===== src/rtl/core_if_ibuf_pkg.sv =====
// Types shared by the fetch-to-decode instruction buffer. Supplies the core_defines widths
// (CORE_INST_WIDTH, CORE_PC_WIDTH, CORE_IBUF_ENTRY_WIDTH) when they are not already defined.
`ifndef CORE_INST_WIDTH
`define CORE_INST_WIDTH 32
`endif
`ifndef CORE_PC_WIDTH
`define CORE_PC_WIDTH 32
`endif
`ifndef CORE_IBUF_ENTRY_WIDTH
`define CORE_IBUF_ENTRY_WIDTH (`CORE_INST_WIDTH + `CORE_PC_WIDTH + 1)
`endif

package core_if_ibuf_pkg;

  localparam int unsigned InstWidth  = `CORE_INST_WIDTH;
  localparam int unsigned PcWidth    = `CORE_PC_WIDTH;
  localparam int unsigned EntryWidth = `CORE_IBUF_ENTRY_WIDTH;

  typedef struct packed {
    logic [InstWidth-1:0] inst;
    logic [PcWidth-1:0]   pc;
    logic                 predict;
  } ibuf_entry_t;

  function automatic ibuf_entry_t make_entry(input logic [InstWidth-1:0] inst,
                                             input logic [PcWidth-1:0]   pc,
                                             input logic                 predict);
    ibuf_entry_t e;
    e.inst    = inst;
    e.pc      = pc;
    e.predict = predict;
    return e;
  endfunction

endpackage


===== src/rtl/core_if_ibuf.sv =====
// Instruction buffer between the IFU and decode: a DEPTH-entry FIFO with flush.
// Optional zero-latency bypass of an empty buffer is enabled by CORE_IBUF_BYPASS_EN.
module core_if_ibuf
  import core_if_ibuf_pkg::*;
#(
  parameter int unsigned DEPTH = 2
) (
  input  logic                        clk,
  input  logic                        rst,
  input  logic                        valid_in,
  output logic                        ready_in,
  input  logic [`CORE_INST_WIDTH-1:0] i_inst,
  input  logic [`CORE_PC_WIDTH-1:0]   i_pc,
  input  logic                        i_branch_jump_predict,
  input  logic                        i_pipe_flush_req,
  output logic                        valid_out,
  input  logic                        ready_out,
  output logic [`CORE_INST_WIDTH-1:0] o_inst,
  output logic [`CORE_PC_WIDTH-1:0]   o_pc,
  output logic                        o_branch_jump_predict,
  output logic [$clog2(DEPTH):0]      o_count
);

  localparam int unsigned AW = $clog2(DEPTH);

  typedef logic [AW:0] ptr_t;

  ibuf_entry_t mem_q [DEPTH];
  ptr_t        rptr_q, wptr_q;
  ptr_t        count;
  ibuf_entry_t in_entry, head, out_entry;
  logic        empty, full, push, pop;
`ifdef CORE_IBUF_BYPASS_EN
  logic        bypass;
`endif

  always_comb begin
    // Pointers carry an extra MSB so that full and empty differ in the difference.
    count    = wptr_q - rptr_q;
    empty    = (count == '0);
    full     = (count == ptr_t'(DEPTH));
    ready_in = ~full | ready_out;
    in_entry = make_entry(i_inst, i_pc, i_branch_jump_predict);
    head     = mem_q[rptr_q[AW-1:0]];

    valid_out = ~empty & ~i_pipe_flush_req;
    out_entry = head;
    push      = valid_in & ready_in & ~i_pipe_flush_req;
`ifdef CORE_IBUF_BYPASS_EN
    bypass = empty & valid_in & ~i_pipe_flush_req;
    if (bypass) begin
      valid_out = 1'b1;
      out_entry = in_entry;
      // A bypassed packet taken by decode this cycle never enters storage.
      if (ready_out) begin
        push = 1'b0;
      end
    end
`endif
    pop = valid_out & ready_out & ~empty;
  end

  always_ff @(posedge clk or posedge rst) begin
    if (rst) begin
      rptr_q <= '0;
      wptr_q <= '0;
      for (int i = 0; i < int'(DEPTH); i++) begin
        mem_q[i] <= '0;
      end
    end else if (i_pipe_flush_req) begin
      rptr_q <= '0;
      wptr_q <= '0;
    end else begin
      if (push) begin
        mem_q[wptr_q[AW-1:0]] <= in_entry;
        wptr_q                <= wptr_q + ptr_t'(1);
      end
      if (pop) begin
        rptr_q <= rptr_q + ptr_t'(1);
      end
    end
  end

  assign o_inst                = out_entry.inst;
  assign o_pc                  = out_entry.pc;
  assign o_branch_jump_predict = out_entry.predict;
  assign o_count               = count;

endmodule


===== config.mk =====
export PLATFORM = sky130hd
export DESIGN_NAME = core_if_ibuf
export DESIGN_NICKNAME = d
export VERILOG_FILES = /design/src/rtl/core_if_ibuf_pkg.sv /design/src/rtl/core_if_ibuf.sv
export SDC_FILE = /design/constraint.sdc
export NUM_CORES = 1
export LEC_CHECK = 0
export BUFFER_PORTS_ARGS = -buffer_cell sky130_fd_sc_hd__buf_2
export CELL_PAD_IN_SITES_DETAIL_PLACEMENT = 1
export CELL_PAD_IN_SITES_GLOBAL_PLACEMENT = 2
export CORE_UTILIZATION = 35
export DETAILED_ROUTE_END_ITERATION = 16
export PLACE_DENSITY_LB_ADDON = 0.2
export REMOVE_ABC_BUFFERS = 1
export SYNTH_ARGS = -nofsm -noshare
export SYNTH_HDL_FRONTEND = slang
export SYNTH_SLANG_ARGS = --single-unit

===== constraint.sdc =====
create_clock -name clk -period 4.5 [get_ports clk]
set_clock_uncertainty 0.1 [all_clocks]
set_input_delay 0.675 -clock clk [delete_from_list [all_inputs] [get_ports clk]]
set_output_delay 0.675 -clock clk [all_outputs]
set_load 0.03 [all_outputs]

### Word-level counts from Yosys, hierarchy flattened

Index checks and enable logic that the tools add are counted.

| word-level totals | value |
|---|---|
| register bits after elaboration | 134 |
| bits of input ports | 70 |
| output and inout port bits | 69 |
| word-level logic and storage cells | 41 |

| cells by class | value |
|---|---|
| $add $sub $neg | 3 |
| magnitude comparators | 3 |
| equal/unequal tests | 1 |
| mux-type cells | 10 |
| bitwise gates (word level) | 11 |
| reductions and logical operators | 5 |

Operators by type and width:

| cell | count |
|---|---|
| 65-bit two-way mux | 4 |
| 130-bit bitwise mux | 1 |
| 65-bit demux with 1-bit select | 1 |
| 2-bit two-way mux | 4 |
| 1-bit bitwise AND | 5 |
| 2-bit by 1-bit adder with 2-bit output (second input constant) | 2 |
| 2-bit greater-or-equal comparator (second input constant) | 2 |
| 1-bit NOT with 2-bit output | 2 |
| 2-bit nonzero test | 2 |
| 1-bit NOT | 3 |
| 2-bit == test (second input constant) | 1 |
| 2-bit logical NOT | 1 |
| 2-bit by 1-bit less-than comparator with 1-bit output (second input constant) | 1 |
| 2-bit AND reduction | 1 |
| 2-bit subtractor | 1 |
| 1-bit logical AND | 1 |
| 1-bit OR | 1 |

### Depth between registers and ports, before layout

| depth | value |
|---|---|
| depth after elaboration | 8 |
| depth in mapped cells | 7 |
| depth with buffers taken out | 5 |

### Least setup slack after synthesis

OpenSTA, ideal clock, no wires.

| timing | value |
|---|---|
| path type | register to output |
| start point | reg rptr_q[0] |
| end point | out o_inst[10] |
| arrival | 1.504 ns |
| data required time | 3.725 ns |
| slack | 2.221 ns |
| stages on the path, launching flop included | 5 |
| buffers on the path | 3 |
| cell sequence | dfrtp_1 > clkbuf_1 > buf_2 > buf_1 > mux2_2 |

| between the ends | value |
|---|---|
| longest elaborated chain between the ends | 4 |

RTL lines:

| what | line | text |
|---|---|---|
| from (decl) | core_if_ibuf.sv:29 | `ptr_t rptr_q, wptr_q;` |
| from (signal assigned) | core_if_ibuf.sv:79 | `rptr_q <= rptr_q + ptr_t'(1);` |
| 1-bit NOT with 2-bit output (not written as such) | core_if_ibuf.sv:44 | `head = mem_q[rptr_q[AW-1:0]];` |
| 65-bit two-way mux (not written as such) (3 in a row) | core_if_ibuf.sv:44 |  |
| to (decl) | core_if_ibuf.sv:18 | `` output logic [`CORE_INST_WIDTH-1:0] o_inst, `` |

Every way passes these cells. The select of a mux whose other input is x is not followed.

### Worst setup path after layout

| timing | value |
|---|---|
| start point | reg rptr_q[0] |
| end point | out o_pc[17] |

| between the ends | value |
|---|---|
| longest elaborated chain between the ends | 4 |

RTL lines:

| what | line | text |
|---|---|---|
| 1-bit NOT with 2-bit output (not written as such) | core_if_ibuf.sv:44 |  |
| 65-bit two-way mux (not written as such) (3 in a row) | core_if_ibuf.sv:44 |  |
| to (decl) | core_if_ibuf.sv:19 | `` output logic [`CORE_PC_WIDTH-1:0] o_pc, `` |

Every way passes these cells. The select of a mux whose other input is x is not followed.

==> metrics.md <==
| Metric | Value |
|---|---|
| Vias | between 3,000 and 4,000 |
| TritonCTS clock tree | built |
| Max-cap violations | 0 |
| Core area | approximately 17,000 um^2 |
| PD cells | between 600 and 700 nW/um^2 |
| CTS Buffer Depth | 2 |
| PostCTS Resize Cnt | 0 |
| FMAX | 336 MHz |
| Top post-synthesis cells by area | dfrtp_1, mux2_4, mux2_2 |
| Critical path arrival | between 2 and 2.5 ns |
| DRT Wirelength | about 14,000 um |
| Crit Path Class | reg2out |
| Cts bufs inserted | 17 |
| Setup violations, final | 0 |
| Layout area overhead | 22.8% |
| Vias/cell | about 4.8 |
| Commonest non-fill, non-tap cells in the layout | buf_2, dfrtp_1, mux2_2 |
| Crit end category | primary output |
| Number of routed nets with antenna violations | 0 |
| Placer Congestion | about 0.72 |
| Gate Count Post-Synth | 381 |
| Mapped Avg Cell Area | roughly 16 um^2 |
| Die area | roughly 18,000 um^2 |
| Sequential element share of the synthesized area | 0.535 |
| Clock sinks | between 100 and 150 |
| Critical Path RT | about 3.7 ns |
| Initial antenna violation count | 3 |
| Pins Over Slew Limit | 0 |
| Initial DRC count | between 60 and 70 |
| Commonest non-fill, non-tap cell in the layout | buf_2 |
| Hold WC Path Type | reg2reg |
| Die height | ~140 um |
| Cell variety after synth | 22 |
| Starting Density | 0.360 |
| Detailed-route DRC error count | 0 |
| Port bufs | approximately 140 |
| Ys Warns | 0 |
| Post-CTS setup buffers | 0 |
| Pleak | roughly 3.7 nW |
| Vias in the first global route | 4,149 |
| Die X-Extent | about 140 um |
| Layout cells sized above 1 | 0.699 |
| DP Cell Count | roughly 730 |
| CP Launch Type | flop |
| Top-area cell type share of the netlist area | 0.535 |
| Top Ports | 139 |
| Largest net degree at the start of global routing | 80 |
| CTS H-tree depth | 4 |
| Setup WS pre-CTS | 1.54 ns |
| Root buf cell | clkbuf_16 |
| Final min period | 2.97 ns |
| Dpl hpwl | 8740 um |
| Biggest area consumer among synthesized cells | dfrtp_1 |
| WL/cell | 17.9 um |
| Total gr overflow | 0 |
| Register clock-pin slew on the reported worst setup and hold paths | around 0.05 ns |
| Number of rows created at floorplan | 48 |
| First-pass GRT wire length | approximately 23,000 um |
| Pre-Repair DR Iteration Count | 4 |
| Post-Layout Cell Count | 760 |
| Final Cycle Share | 0.661 |
| Design Power | approximately 5 mW |
| Post-route setup slack | roughly 1.5 ns |
| VDD IR-drop max | about 0.00027 V |
| Area of the mapped netlist | approximately 6300 um^2 |
| Overall Global Routing Usage | 0.163 |
| Clock Latency Late Sink | about 0.4 ns |
| WHS | approximately 0.40 ns |
| Hold Buf Count CTS | 0 |
| Final hold vios | 0 |
| RSZ-0062 raised after global routing | false |
| Setup TNS | 0 ns |
| Worst-margin pin slew | about 1.0 ns |
| Relative slew margins | 0.332 |
| Crit Path Max Fanout | 69 |
| Outcome | finished, final reports clean |
| Nets | approximately 590 |
| #FFs+latches synth | ~130 |
==> routing by layer <==
metal  up-vias  GRT usage  share of wire
met3        18     0.0658          0.075
met4         0     0.0506          0.013
met5         -          0              0
li1       1631          -              -
met1      1878      0.209           0.44
met2        94      0.251           0.47
==> final cells by class <==
class	instances	area, um^2
fillers	1801	9720
flip-flops and latches	134	3350
multi-input cells	221	2730
repair buffers	145	743
clock buffers	25	495
well taps	225	282
clock inverters	4	70.1
inverters	3	13.8
diodes	3	7.51
==> per-stage QoR <==
stage                      util  cell area, um^2
after floorplan               -             6070
after global placement    0.409             7120
after detailed placement  0.409             7120
after CTS                 0.441             7680
after global routing      0.441             7680
final                     0.442             7690
==> synth_stat cells (all sizes together) <==
cell,n
a311oi,1
buf,21
clkbuf,2
a211oi,1
o21ai,2
nand2,2
nor2,5
a21boi,1
xor2,2
mux2,197
dfrtp,134
nor2b,3
inv,3
a21oi,3
ha,1
a211o,1
nand2b,2
==> sequential cells by signal, indices dropped and copies added, names as in the netlist <==
name    count
mem_q     130
rptr_q      2
wptr_q      2
==> worst paths after layout <==
path | depth (start not counted) | from | endpoint | slack (ns)
setup / recovery | 3 | rptr_q[0] | o_pc[17] | 1.53
hold / removal | 1 | mem_q[9] | mem_q[9] | 0.40
setup reg to reg | 6 | wptr_q[0] | mem_q[123] | 1.58
hold reg to reg | 1 | mem_q[9] | mem_q[9] | 0.40
max in group asynchronous | 3 | rst | mem_q[38] | 2.88
min in group asynchronous | 2 | rst | mem_q[5] | 0.41
==> power breakdown <==
part | total [mW] | internal [mW] | switching [mW]
combinational | 1.80 | 0.865 | 0.931
clock | 1.34 | 0.863 | 0.474
sequential | 1.79 | 1.59 | 0.200
==> critical path, stage by stage, from the launching register on <==
cell	delay [ns]
dfrtp_2	0.36
buf_4	0.78
mux2_2	0.46
buf_2	0.19
==> cells by family after synthesis <==
kind of cell / Yosys count / share of synthesized area
adders and majority gates: 1 / 0.00200
DFF: 134 / 0.535
and+or+nand+nor: 12 / 0.00919
buffers and inverters: 26 / 0.0322
muxes: 197 / 0.407
AOI/OAI and AO/OA: 9 / 0.00999
xor gates and xnor gates: 2 / 0.00400
No activity file was read; power rests on OpenSTA's default activity.
